`src/rtl/xbar_pkg.sv`:
```
// Shared types for the time-slot crossbar scheduler: port/slot counts, request opcodes,
// response codes and the per-slot connection entry.
package xbar_pkg;

    localparam int ports = 8;
    localparam int slots = 8;

    typedef enum logic {
        OP_CONNECT    = 1'b0,
        OP_DISCONNECT = 1'b1
    } op_e;

    typedef enum logic [1:0] {
        ST_OK        = 2'd0,
        ST_DST_BUSY  = 2'd1,
        ST_SRC_BUSY  = 2'd2,
        ST_NOT_FOUND = 2'd3
    } status_e;

    typedef struct packed {
        logic                     valid;
        logic [$clog2(ports)-1:0] src;
    } conn_entry_t;

endpackage

```
`src/rtl/xbar_conn_table.sv`:
```
// Slot x output connection map: async row read, combinational conflict scan, single write port.
// Read/scan are zero-latency, writes land at the clock edge; no backpressure (caller sequences writes).
module xbar_conn_table
    import xbar_pkg::*;
#(
    parameter int PORTS = ports,
    parameter int SLOTS = slots
) (
    input  logic                           clk,
    input  logic                           rst,
    input  logic [$clog2(SLOTS)-1:0]       rd_slot,
    output logic [PORTS-1:0]               rd_valid,
    output logic [PORTS*$clog2(PORTS)-1:0] rd_src,
    input  logic                           chk_op,
    input  logic [$clog2(SLOTS)-1:0]       chk_slot,
    input  logic [$clog2(PORTS)-1:0]       chk_dst,
    input  logic [$clog2(PORTS)-1:0]       chk_src,
    output logic [1:0]                     chk_status,
    output logic                           chk_wr,
    input  logic                           wr_en,
    input  logic                           wr_valid,
    input  logic [$clog2(SLOTS)-1:0]       wr_slot,
    input  logic [$clog2(PORTS)-1:0]       wr_dst,
    input  logic [$clog2(PORTS)-1:0]       wr_src
);
    localparam int PW = $clog2(PORTS);

    typedef struct packed {
        logic          valid;
        logic [PW-1:0] src;
    } entry_t;

    entry_t tbl_q [SLOTS][PORTS];
    entry_t hit;
    logic   src_other;

    always_ff @(posedge clk or negedge rst) begin
        if (!rst) begin
            for (int s = 0; s < SLOTS; s++) begin
                for (int d = 0; d < PORTS; d++) begin
                    tbl_q[s][d] <= '0;
                end
            end
        end else if (wr_en) begin
            tbl_q[wr_slot][wr_dst] <= {wr_valid, wr_src};
        end
    end

    always_comb begin
        rd_valid = '0;
        rd_src   = '0;
        for (int d = 0; d < PORTS; d++) begin
            rd_valid[d]        = tbl_q[rd_slot][d].valid;
            rd_src[d*PW +: PW] = tbl_q[rd_slot][d].src;
        end
    end

    // Rule order matters: an exact existing match is idempotent before any busy check.
    always_comb begin
        hit        = tbl_q[chk_slot][chk_dst];
        src_other  = 1'b0;
        chk_status = ST_OK;
        chk_wr     = 1'b0;
        for (int d = 0; d < PORTS; d++) begin
            if (PW'(d) != chk_dst && tbl_q[chk_slot][d].valid && tbl_q[chk_slot][d].src == chk_src) begin
                src_other = 1'b1;
            end
        end
        if (chk_op == OP_CONNECT) begin
            if (hit.valid) begin
                if (hit.src != chk_src) begin
                    chk_status = ST_DST_BUSY;
                end
            end else if (src_other) begin
                chk_status = ST_SRC_BUSY;
            end else begin
                chk_wr = 1'b1;
            end
        end else begin
            if (hit.valid && hit.src == chk_src) begin
                chk_wr = 1'b1;
            end else begin
                chk_status = ST_NOT_FOUND;
            end
        end
    end

endmodule

```
`src/rtl/xbar_slot_sched.sv`:
```
// Crossbar slot scheduler: request FSM over the connection table plus the slot engine that drives sel_*.
// Response registered 2 cycles after accept, one request per 3 cycles via req_ready; rsp has no backpressure.
module xbar_slot_sched
    import xbar_pkg::*;
#(
    parameter int PORTS       = ports,
    parameter int SLOTS       = slots,
    parameter int SLOT_CYCLES = 8
) (
    input  logic                           clk,
    input  logic                           rst,
    input  logic                           sched_en,
    input  logic                           req_valid,
    output logic                           req_ready,
    input  logic                           req_op,
    input  logic [$clog2(PORTS)-1:0]       req_src,
    input  logic [$clog2(PORTS)-1:0]       req_dst,
    input  logic [$clog2(SLOTS)-1:0]       req_slot,
    output logic                           rsp_valid,
    output logic [1:0]                     rsp_status,
    output logic [$clog2(SLOTS)-1:0]       running_slot,
    output logic                           frame_sync,
    output logic [PORTS-1:0]               sel_valid,
    output logic [PORTS*$clog2(PORTS)-1:0] sel_src
);
    localparam int PW = $clog2(PORTS);
    localparam int SW = $clog2(SLOTS);
    localparam int CW = $clog2(SLOT_CYCLES);

    if (PORTS < 2 || (PORTS & (PORTS - 1)) != 0) begin : g_bad_ports
        $error("PORTS must be a power of two");
    end
    if (SLOTS < 2 || (SLOTS & (SLOTS - 1)) != 0) begin : g_bad_slots
        $error("SLOTS must be a power of two");
    end
    if (SLOT_CYCLES < 2) begin : g_bad_cycles
        $error("SLOT_CYCLES must be at least 2");
    end

    typedef enum logic [1:0] {IDLE, CHECK, RESP} state_e;

    state_e        state_q, state_d;
    logic          op_q;
    logic [PW-1:0] src_q, dst_q;
    logic [SW-1:0] slot_q;
    logic [1:0]    status_q;
    logic          wr_q;
    logic          wr_en;
    logic [1:0]    chk_status;
    logic          chk_wr;

    logic              active_q;
    logic [CW-1:0]     cyc_q;
    logic [SW-1:0]     next_slot;
    logic [SW-1:0]     rd_slot;
    logic [PORTS-1:0]  row_valid;
    logic [PORTS*PW-1:0] row_src;

    xbar_conn_table #(.PORTS(PORTS), .SLOTS(SLOTS)) u_table (
        .clk        (clk),
        .rst        (rst),
        .rd_slot    (rd_slot),
        .rd_valid   (row_valid),
        .rd_src     (row_src),
        .chk_op     (op_q),
        .chk_slot   (slot_q),
        .chk_dst    (dst_q),
        .chk_src    (src_q),
        .chk_status (chk_status),
        .chk_wr     (chk_wr),
        .wr_en      (wr_en),
        .wr_valid   (op_q == OP_CONNECT),
        .wr_slot    (slot_q),
        .wr_dst     (dst_q),
        .wr_src     (src_q)
    );

    always_comb begin
        state_d   = state_q;
        req_ready = 1'b0;
        wr_en     = 1'b0;
        case (state_q)
            IDLE: begin
                req_ready = 1'b1;
                if (req_valid) begin
                    state_d = CHECK;
                end
            end
            CHECK:   state_d = RESP;
            RESP: begin
                wr_en   = wr_q;
                state_d = IDLE;
            end
            default: state_d = IDLE;
        endcase
    end

    // Response is registered on the edge leaving RESP, the same edge that commits the write.
    always_ff @(posedge clk or negedge rst) begin
        if (!rst) begin
            state_q    <= IDLE;
            op_q       <= 1'b0;
            src_q      <= '0;
            dst_q      <= '0;
            slot_q     <= '0;
            status_q   <= ST_OK;
            wr_q       <= 1'b0;
            rsp_valid  <= 1'b0;
            rsp_status <= ST_OK;
        end else begin
            state_q   <= state_d;
            rsp_valid <= (state_q == RESP);
            if (state_q == IDLE && req_valid) begin
                op_q   <= req_op;
                src_q  <= req_src;
                dst_q  <= req_dst;
                slot_q <= req_slot;
            end
            if (state_q == CHECK) begin
                status_q <= chk_status;
                wr_q     <= chk_wr;
            end
            if (state_q == RESP) begin
                rsp_status <= status_q;
            end
        end
    end

    assign next_slot = running_slot + SW'(1);
    assign rd_slot   = active_q ? next_slot : '0;

    always_ff @(posedge clk or negedge rst) begin
        if (!rst) begin
            active_q     <= 1'b0;
            cyc_q        <= '0;
            running_slot <= '0;
            frame_sync   <= 1'b0;
            sel_valid    <= '0;
            sel_src      <= '0;
        end else if (!sched_en) begin
            active_q     <= 1'b0;
            cyc_q        <= '0;
            running_slot <= '0;
            frame_sync   <= 1'b0;
            sel_valid    <= '0;
        end else if (!active_q) begin
            active_q     <= 1'b1;
            cyc_q        <= '0;
            running_slot <= '0;
            frame_sync   <= 1'b1;
            sel_valid    <= row_valid;
            sel_src      <= row_src;
        end else if (cyc_q == CW'(SLOT_CYCLES - 1)) begin
            cyc_q        <= '0;
            running_slot <= next_slot;
            frame_sync   <= (next_slot == '0);
            sel_valid    <= row_valid;
            sel_src      <= row_src;
        end else begin
            cyc_q      <= cyc_q + CW'(1);
            frame_sync <= 1'b0;
        end
    end

endmodule

```
`config.mk`:
```
export PLATFORM = sky130hd
export DESIGN_NAME = xbar_slot_sched
export DESIGN_NICKNAME = d
export VERILOG_FILES = /design/src/rtl/xbar_pkg.sv /design/src/rtl/xbar_conn_table.sv /design/src/rtl/xbar_slot_sched.sv
export SDC_FILE = /design/constraint.sdc
export NUM_CORES = 1
export LEC_CHECK = 0
export ABC_CLOCK_PERIOD_IN_PS = 3070
export BUFFER_PORTS_ARGS = -buffer_cell sky130_fd_sc_hd__buf_2
export CORE_MARGIN = 2
export CORE_UTILIZATION = 60
export CTS_CLUSTER_DIAMETER = 80
export DETAILED_ROUTE_END_ITERATION = 8
export PLACE_DENSITY = 0.73
export SETUP_SLACK_MARGIN = 0.05
export SYNTH_ARGS = -nofsm -noshare
export SYNTH_HDL_FRONTEND = slang
export SYNTH_SLANG_ARGS = --single-unit
```
`constraint.sdc`:
```
create_clock -name clk -period 3.07 [get_ports clk]
set_input_delay 0.307 -clock clk [delete_from_list [all_inputs] [get_ports clk]]
set_output_delay 0.307 -clock clk [all_outputs]
set_load 0.02 [all_outputs]
```
* Word-level counts from Yosys, hierarchy flattened
Index checks and enable logic that the tools add are counted.
Storage, ports and cells: register bits after elaboration 314, bits in latches 0, bits in writable memories 0, bits in read-only memories 0, input port bits 14, output and inout port bits 40, word-level logic and storage cells 252, memories 0
Cells by class: $add $sub $neg 2, multipliers 0, divide/modulo/power cells 0, order comparisons 5, eq/ne operators 23, shifts and indexed selects 0, multiplexer cells 51, bitwise gates (word level) 4, reduce and logical (&&, ||, !) cells 24
Operator list (count):
- bitwise mux 256 bit | 1
- binary-select mux 32 bit (select 3 bit) | 2
- 2-to-1 mux 32 bit | 5
- demux 32 bit (select 3 bit) | 1
- 2-to-1 mux 24 bit | 2
- equality test 3 bit | 9
- 2-to-1 mux 8 bit | 3
- 2-to-1 mux 3 bit | 7
- logical AND 1 bit | 20
- 2-to-1 mux 1 bit | 19
- binary-select mux 4 bit (select 3 bit) | 1
- demux 4 bit (select 3 bit) | 1
- >= comparator 4 bit (second input constant) | 3
- 2-to-1 mux 4 bit | 3
- inequality test 3 bit (first input constant) | 4
- inverter 3 -> 4 bit | 3
- 2-to-1 mux 2 bit | 5
- < comparator 4 x 1 -> 1 bit (second input constant) | 2
- adder 3 x 1 -> 3 bit (second input constant) | 2
- inequality test 2 x 3 -> 1 bit (first input constant) | 2
- case mux 2 bit (2 select lines) | 1
- equality test 3 bit (second input constant) | 1
- zero test 3 bit | 1
- inequality test 1 x 3 -> 1 bit (first input constant) | 1
- other kinds (10) | 10

* Logic depth before layout (Yosys ltp)
Gate-level depths: netlist (run 1).
word-level depth 17, mapped depth 13, depth with buffers taken out 8

* Cells and area by module
A second synthesis (run 1) with hierarchy kept.
Unflattened totals: cells, all modules 1217, area, all modules 16879.9 um2
By module, submodules not included:
- xbar_conn_table | times used 1, cells each 1053, area each 14486.4 um2, sequential area each 6406.1 um2
- xbar_slot_sched | times used 1, cells each 164, area each 2393.5 um2, sequential area each 1451.4 um2

* Least setup slack after synthesis (run 1)
OpenSTA, ideal clock, no wires.
path kind register to register, start reg slot_q[0], end reg status_q[1], library setup time 135 ps, arrival 2516 ps, required time 2935 ps, setup slack 420 ps, cell stages (with the launch flop) 10, buffers on the path 1, period minus slack after synthesis 2650 ps, path through dfrtp_1 buf_6 mux2_4 a221o_1 a222oi_1 a2111oi_1 or4_1 a21o_1 nor3_1 o211ai_1
Between the ends: word-level cells in the longest chain between the ends 17, elaborated cells between the ends (all ways) 45, classes of those cells 9 x eq/ne; 18 x mux; 1 x bitwise; 17 x reduce/logical
Ends and longest elaborated chain:
- from (decl) | RTL line xbar_slot_sched.sv:45 | logic [SW-1:0] slot_q;
- from (signal assigned) | RTL line xbar_slot_sched.sv:117 | slot_q <= req_slot;
- inverter 3 -> 4 bit (implied by the code) * | RTL line xbar_conn_table.sv:60, xbar_conn_table.sv:65
- binary-select mux 32 bit (select 3 bit) * | RTL line xbar_conn_table.sv:60, xbar_conn_table.sv:65
- 2-to-1 mux 32 bit (implied by the code) * (2 in a row) | RTL line xbar_conn_table.sv:60, xbar_conn_table.sv:65
- equality test 3 bit / logical AND 1 bit (equally long branches) | RTL line xbar_conn_table.sv:65 | if (PW'(d) != chk_dst && tbl_q[chk_slot][d].valid && tbl_q[chk_slot][d].src == chk_src) begin
- logical AND 1 bit | RTL line xbar_conn_table.sv:65
- 2-to-1 mux 1 bit (8 in a row) | RTL line xbar_conn_table.sv:65
- 2-to-1 mux 2 bit | RTL line xbar_conn_table.sv:74 | end else if (src_other) begin
- 2-to-1 mux 2 bit | RTL line xbar_conn_table.sv:70 | if (hit.valid) begin
- 2-to-1 mux 2 bit * | RTL line xbar_conn_table.sv:69 | if (chk_op == OP_CONNECT) begin
- to (signal assigned) | RTL line xbar_slot_sched.sv:120 | status_q <= chk_status;
- to (decl) | RTL line xbar_slot_sched.sv:46 | logic [1:0] status_q;
Every way passes the cells marked *; elsewhere a longest branch is shown, timed or not. The select of a mux whose other input is x is not followed. A chain may end at the register's enable or synchronous reset.

* Worst setup path in the final report (run 1)
start reg slot_q[0], end reg wr_q
Between the ends: word-level cells in the longest chain between the ends 17, elaborated cells between the ends (all ways) 45, classes of those cells 9 x eq/ne; 18 x mux; 1 x bitwise; 17 x reduce/logical
Ends and longest elaborated chain:
- inverter 3 -> 4 bit (implied by the code) * | RTL line xbar_conn_table.sv:60, xbar_conn_table.sv:65
- binary-select mux 32 bit (select 3 bit) * | RTL line xbar_conn_table.sv:60, xbar_conn_table.sv:65
- 2-to-1 mux 32 bit (implied by the code) * (2 in a row) | RTL line xbar_conn_table.sv:60, xbar_conn_table.sv:65
- equality test 3 bit / logical AND 1 bit (equally long branches) | RTL line xbar_conn_table.sv:65
- logical AND 1 bit | RTL line xbar_conn_table.sv:65
- 2-to-1 mux 1 bit (8 in a row) | RTL line xbar_conn_table.sv:65
- 2-to-1 mux 1 bit | RTL line xbar_conn_table.sv:74
- 2-to-1 mux 1 bit | RTL line xbar_conn_table.sv:70
- 2-to-1 mux 1 bit * | RTL line xbar_conn_table.sv:69
- to (signal assigned) | RTL line xbar_slot_sched.sv:121 | wr_q <= chk_wr;
- to (decl) | RTL line xbar_slot_sched.sv:47 | logic wr_q;
Marked as above.

==> results of run 1 <==
-- power groups by stage --
stage	registers, mW	clock network [mW]	logic (mW)
2_1_floorplan	4.81	0	1.95
3_3_place_gp	4.96	0	2.86
3_5_place_dp	4.98	0	2.90
4_1_cts	4.91	4.27	2.91
5_1_grt	4.97	4.46	3.18
6_report	4.92	4.24	2.99
-- critical path, stage by stage (launching register included) --
cell and delay [ps]:
dfrtp_4 510, buf_12 270, mux2_1 350, a221o_1 290, a21o_1 190, mux4_2 450
o22ai_1 260, nand2b_1 100, nor4_1 310, a211o_1 140
-- metrics by stage --
stage	instances	setup slack (ps)	hold slack [ps]
final	1916	126	5.19
after global routing	1916	28.3	15.8
after CTS	1912	61.5	6.08
after detailed placement	1852	-15.9	333
after global placement	1852	0.0191	329
after floorplan	1448	420	11.4
-- synth_stat cells, drive strengths merged (3+ instances only) --
library cell / n / area share
or4: 3 / 0.0013
a31oi: 4 / 0.0015
and3b: 5 / 0.0026
a221oi: 9 / 0.0051
nand4: 5 / 0.0019
nor2b: 7 / 0.0026
a221o: 5 / 0.0030
o21ai: 116 / 0.035
nor3: 11 / 0.0033
buf: 44 / 0.017
o22ai: 9 / 0.0034
o221ai: 3 / 0.0016
a22o: 3 / 0.0016
mux2: 184 / 0.12
xor2: 7 / 0.0037
ha: 4 / 0.0030
mux4: 53 / 0.071
and3: 7 / 0.0026
nor4: 4 / 0.0019
and2: 4 / 0.0015
clkbuf: 60 / 0.013
inv: 8 / 0.0018
nand3b: 5 / 0.0022
or3: 5 / 0.0019
a21o: 5 / 0.0022
o211ai: 8 / 0.0036
a2111oi: 3 / 0.0016
mux2i: 176 / 0.11
xnor2: 15 / 0.0079
a21oi: 46 / 0.014
a22oi: 14 / 0.0063
nand2b: 10 / 0.0037
o31ai: 4 / 0.0018
dfrtp: 314 / 0.47
o2bb2ai: 4 / 0.0021
or2: 3 / 0.0011
a211oi: 7 / 0.0031
nor3b: 3 / 0.0019
nand3: 9 / 0.0027
nor2: 75 / 0.017
nand2: 164 / 0.037
-- layer usage --
layer	wire length [um]	vias up	GRT usage
met4	1570	2	0.117
li1	-	5463	-
met2	21600	550	0.509
met5	10	-	0
met3	4020	126	0.0715
met1	20200	6346	0.475
-- state kept, by name (all words and copies together), names as in the netlist --
name           count
dst_q              3
status_q           2
op_q               1
sel_valid          8
src_q              3
slot_q             3
running_slot       3
wr_q               1
frame_sync         1
rsp_status         2
rsp_valid          1
active_q           1
u_table.tbl_q    256
sel_src           24
state_q            2
cyc_q              3
-- area by class of cell --
type	count	area, um^2	area share
Timing Repair Buffer	136	1050	0.0556
Inverter	10	40.0	0.00211
Multi-Input combinational cell	1020	8370	0.441
Clock buffer	52	1070	0.0565
Tap cell	378	473	0.0249
Clock inverter	6	82.6	0.00436
Sequential cell	314	7870	0.415
-- final timing paths --
path	startpoint	endpoint	cells past startpoint
setup reg to reg	slot_q[0]$_DFFE_PN0P_	wr_q$_DFFE_PN0N_	9
setup / recovery	slot_q[0]$_DFFE_PN0P_	wr_q$_DFFE_PN0N_	9
hold reg to reg	cyc_q[0]$_DFF_PN0_	cyc_q[0]$_DFF_PN0_	1
max in group asynchronous	rst	slot_q[1]$_DFFE_PN0P_	3
min in group asynchronous	rst	u_table.tbl_q[153]$_DFFE_PN0P_	2
hold / removal	req_src[0]	src_q[0]$_DFFE_PN0P_	3
-- what timing repair did --
item                                    in CTS  in global routing
hold buffers                                 2                  0
resized for setup                            1                  8
pin swaps                                    0                  2
hold endpoints to repair                    74                  0
endpoints found under the setup margin       2                  3
setup buffers                                0                  4
-- cell families (layout without fill, tap and decap cells) --
family | Yosys count | count (layout) | share of synthesized area
adders and majority gates | 4 | 4 | 0.00299
muxes | 413 | 413 | 0.301
AOI/OAI and AO/OA | 257 | 257 | 0.0948
and+or+nand+nor | 324 | 324 | 0.0873
xor gates and xnor gates | 22 | 22 | 0.0115
DFF | 314 | 314 | 0.470
buffers and inverters | 114 | 204 | 0.0323
==> results.sh, run 1 <==
export IMPL_drt_iter0_drc=1231
export IMPL_clock_path_buffers=3
export IMPL_die_width_um=171
export IMPL_fin_crit_ps=2940
export IMPL_p_per_area_nw_per_um2=641
export IMPL_synth_cells=1448
export IMPL_layout_common_cells="dfrtp_1, mux2_2, mux2i_1, nand2_1, o21ai_0"
export IMPL_synth_area_um2=16700
export IMPL_cap_viol_max_count=0
export IMPL_maxSlewHeadroom=0.311
export IMPL_critPathLaunchType="flip-flop"
export IMPL_synth_cell_types=70
export IMPL_track_usage=0.333
export IMPL_syn_to_final_growth_pct=13.4
export IMPL_end_kind="flip-flop"
export IMPL_initial_utilization=0.605
export IMPL_r2r_setup_slack_ps=130
export IMPL_drv_slew=0
export IMPL_cts_tree="yes"
export IMPL_yosysWarningCount=0
export IMPL_utilization=0.686
export IMPL_layout_commonest_cell="dfrtp_1"
export IMPL_insertion_delay_ps=520
export IMPL_cp_required_ps=3530
export IMPL_wl_per_cell_um=24.7
export IMPL_syn_area_per_cell_um2=11.5
export IMPL_synth_flop_cell="dfrtp_1"
export IMPL_final_cell_area_um2=19000
export IMPL_fin_setup_tns_ps=0
export IMPL_status="complete, no violations"
export IMPL_gr_total_overflow=0
export IMPL_placementRows=61
export IMPL_layout_drive_gt1_share=0.291
export IMPL_power_frac_comb=0.246
export IMPL_seq_power_share=0.405
export IMPL_vdd_drop_max_uv=496
export IMPL_place_gp_congestion=0.959
export IMPL_root_buffer="clkbuf_16"
export IMPL_switching_power_mw=3.86
export IMPL_ys_seq_area_frac=0.470
export IMPL_setup_viol=0
export IMPL_io_pins=54
export IMPL_path_class="flip-flop to flip-flop"
export IMPL_synth_edff_count=0
export IMPL_fin_crit_sh=0.959
export IMPL_grt_pass1_vias=12400
export IMPL_intPower_mw=8.29
export IMPL_nets=1535
export IMPL_p_leak_nw=8.55
export IMPL_clkSinkCount=314
export IMPL_grt_pass1_wl_um=73400
export IMPL_tightest_slew_ps=1030
export IMPL_fin_skew_ps=15.8
export IMPL_async_flop_share=1.00
export IMPL_numCtsBuffers=35
export IMPL_htree_levels=2
export IMPL_drc=0
export IMPL_viasPerCell=6.52
export IMPL_fmax_mhz=340
export IMPL_p_sw_frac=0.318
export IMPL_hold_path_class="primary input to flip-flop"
export IMPL_cp_max_fo=36
export IMPL_hold_violations=0
export IMPL_synth_fp_nets=1466
export IMPL_p_total_mw=12.2
export IMPL_rsz0062_at_grt="yes"
export IMPL_dr_pass1_iters=6
export IMPL_wirelength_um=47400
export IMPL_die_h_um=171
export IMPL_clk_pin_slew_ps=60
export IMPL_p_clk_frac=0.349
export IMPL_core_um2=27600
export IMPL_diodes=0
export IMPL_placed_area_um2=17700
export IMPL_detail_route_antenna_nets=0
export IMPL_vias=12500
export IMPL_die_area_um2=29200
export IMPL_detailed_place_hpwl_um=31900
export IMPL_ys_seq_elements=314
export IMPL_arrival_ps=3400
export IMPL_portBuffers=53
export IMPL_fill_cells=2030
export IMPL_grt_max_degree=94
export IMPL_antenna_found_initial=1
Power figures use the tool's default switching activity.
==> run 2: changes to the inputs <==
CELL_PAD_IN_SITES_DETAIL_PLACEMENT = 1   (was unset)
CELL_PAD_IN_SITES_GLOBAL_PLACEMENT = 2   (was unset)
CORE_UTILIZATION = 43   (was 60)
PLACE_DENSITY = 0.76   (was 0.73)
==> run 2 against run 1 <==
Net effect:
- sequential cell count unchanged
- setup slack worse by 18 ps
- cell count up 8.9%
==> results.sh, run 2 (synthesized netlist as in run 1, its figures left out) <==
export IMPL_largest_reg_flops=256
export IMPL_grt_pass1_vias=13300
export IMPL_viasPerCell=5.92
export IMPL_hold_violations=0
export IMPL_clk_pin_slew_ps=60
export IMPL_r2r_setup_slack_ps=110
export IMPL_numCtsBuffers=37
export IMPL_dp_cells=2012
export IMPL_syn_to_final_growth_pct=15.8
export IMPL_cts_tree="yes"
export IMPL_antenna_found_initial=2
export IMPL_critPathLaunchType="flip-flop"
export IMPL_root_buffer="clkbuf_16"
export IMPL_p_per_area_nw_per_um2=636
export IMPL_die_area_um2=40500
export IMPL_largest_register="u_table.tbl_q"
export IMPL_portBuffers=53
export IMPL_post_place_ws_ps=57.0
export IMPL_cp_max_fo=45
export IMPL_finalWorstSetupSlack_ps=109
export IMPL_arrival_ps=3400
export IMPL_grt_max_degree=82
export IMPL_utilization=0.503
export IMPL_fmax_mhz=338
export IMPL_drt_iter0_drc=775
export IMPL_diodes=0
export IMPL_drv_slew=0
export IMPL_vias=12400
export IMPL_track_usage=0.277
export IMPL_path_class="flip-flop to flip-flop"
export IMPL_fill_cells=4037
export IMPL_placementRows=72
export IMPL_maxSlewHeadroom=0.474
export IMPL_nets=1561
export IMPL_gr_total_overflow=0
export IMPL_p_total_mw=12.3
export IMPL_drc=0
export IMPL_cap_viol_max_count=0
export IMPL_setup_viol=0
export IMPL_clock_path_buffers=3
export IMPL_fin_crit_sh=0.965
export IMPL_core_um2=38500
export IMPL_detail_route_antenna_nets=0
export IMPL_htree_levels=2
export IMPL_p_leak_nw=8.68
export IMPL_io_pins=54
export IMPL_fin_setup_tns_ps=0
export IMPL_fin_crit_ps=2960
export IMPL_wl_per_cell_um=26.2
export IMPL_die_width_um=201
export IMPL_die_h_um=201
export IMPL_cp_required_ps=3510
export IMPL_initial_utilization=0.435
export IMPL_hold_path_class="primary input to flip-flop"
export IMPL_status="complete, no violations"
export IMPL_largestRegisters="u_table.tbl_q (256), sel_src (24), sel_valid (8)"
export IMPL_layout_commonest_cell="dfrtp_1"
export IMPL_insertion_delay_ps=550
export IMPL_final_cells=2087
export IMPL_dr_pass1_iters=5
export IMPL_vdd_drop_max_uv=447
export IMPL_grt_pass1_wl_um=85000
export IMPL_wirelength_um=54600
export IMPL_tightest_slew_ps=786
export IMPL_clkSinkCount=314
export IMPL_layout_common_cells="dfrtp_1, mux2_2, mux2i_1, nand2_1, o21ai_0"
export IMPL_rsz0062_at_grt="no"
export IMPL_place_gp_congestion=0.870
export IMPL_end_kind="flip-flop"
export IMPL_layout_drive_gt1_share=0.296
export IMPL_fin_skew_ps=11.0
export IMPL_detailed_place_hpwl_um=37700
[run 2: metrics by stage]
step	cell area, um^2	hold slack [ps]
finish	19400	37.2
global route	19400	27.9
global placement	18100	367
floorplan	16700	11.4
detailed placement	18100	370
CTS	19300	12.5
[run 2: routing by layer]
metal,track usage,routed length (um)
met1,0.393,25300
met2,0.438,25400
met3,0.0515,2640
met4,0.0733,1290
met5,0,13
[run 2: final cells by class]
cell class	count	area (um^2)	area share
Timing Repair Buffer	160	1310	0.0677
Clock inverter	4	22.5	0.00116
Sequential cell	314	7870	0.406
Inverter	10	37.5	0.00194
Tap cell	518	648	0.0335
Multi-Input combinational cell	1020	8370	0.432
Clock buffer	61	1110	0.0571
[run 2: worst max-delay path, cell delays in order (launching register included)]
cell	delay, ps
dfrtp_4	550
buf_12	210
buf_4	200
nand2b_1	140
mux4_2	500
a32oi_1	260
nor3_1	120
nor4_2	170
xor2_1	300
nor4_2	90
a211o_1	270
[run 2: worst paths after layout]
check,startpoint,endpoint,cells after the start
min,req_dst[1],dst_q[1]$_DFFE_PN0P_,3
min reg2reg,cyc_q[0]$_DFF_PN0_,cyc_q[0]$_DFF_PN0_,1
max reg2reg,slot_q[0]$_DFFE_PN0P_,wr_q$_DFFE_PN0N_,10
min in group asynchronous,rst,sel_src[18]$_DFFE_PN0P_,2
max in group asynchronous,rst,sel_src[12]$_DFFE_PN0P_,3
max,slot_q[0]$_DFFE_PN0P_,wr_q$_DFFE_PN0N_,10
[run 2: power breakdown]
group	internal (mW)	leakage (nW)	switching [mW]	total (mW)
Clock	2.45	0.550	1.77	4.22
Sequential	4.49	4.33	0.462	4.96
Combinational	1.29	3.79	1.85	3.14
Total	8.23	8.68	4.08	12.3
[run 2: what timing repair did]
action / 4_1_cts / 5_1_grt
pin swaps: 0 / 1
gates resized for setup: 1 / 7
setup endpoints to repair: 3 / 3
setup buffers: 0 / 2
hold buffers: 8 / 0
hold endpoints to repair: 82 / 0
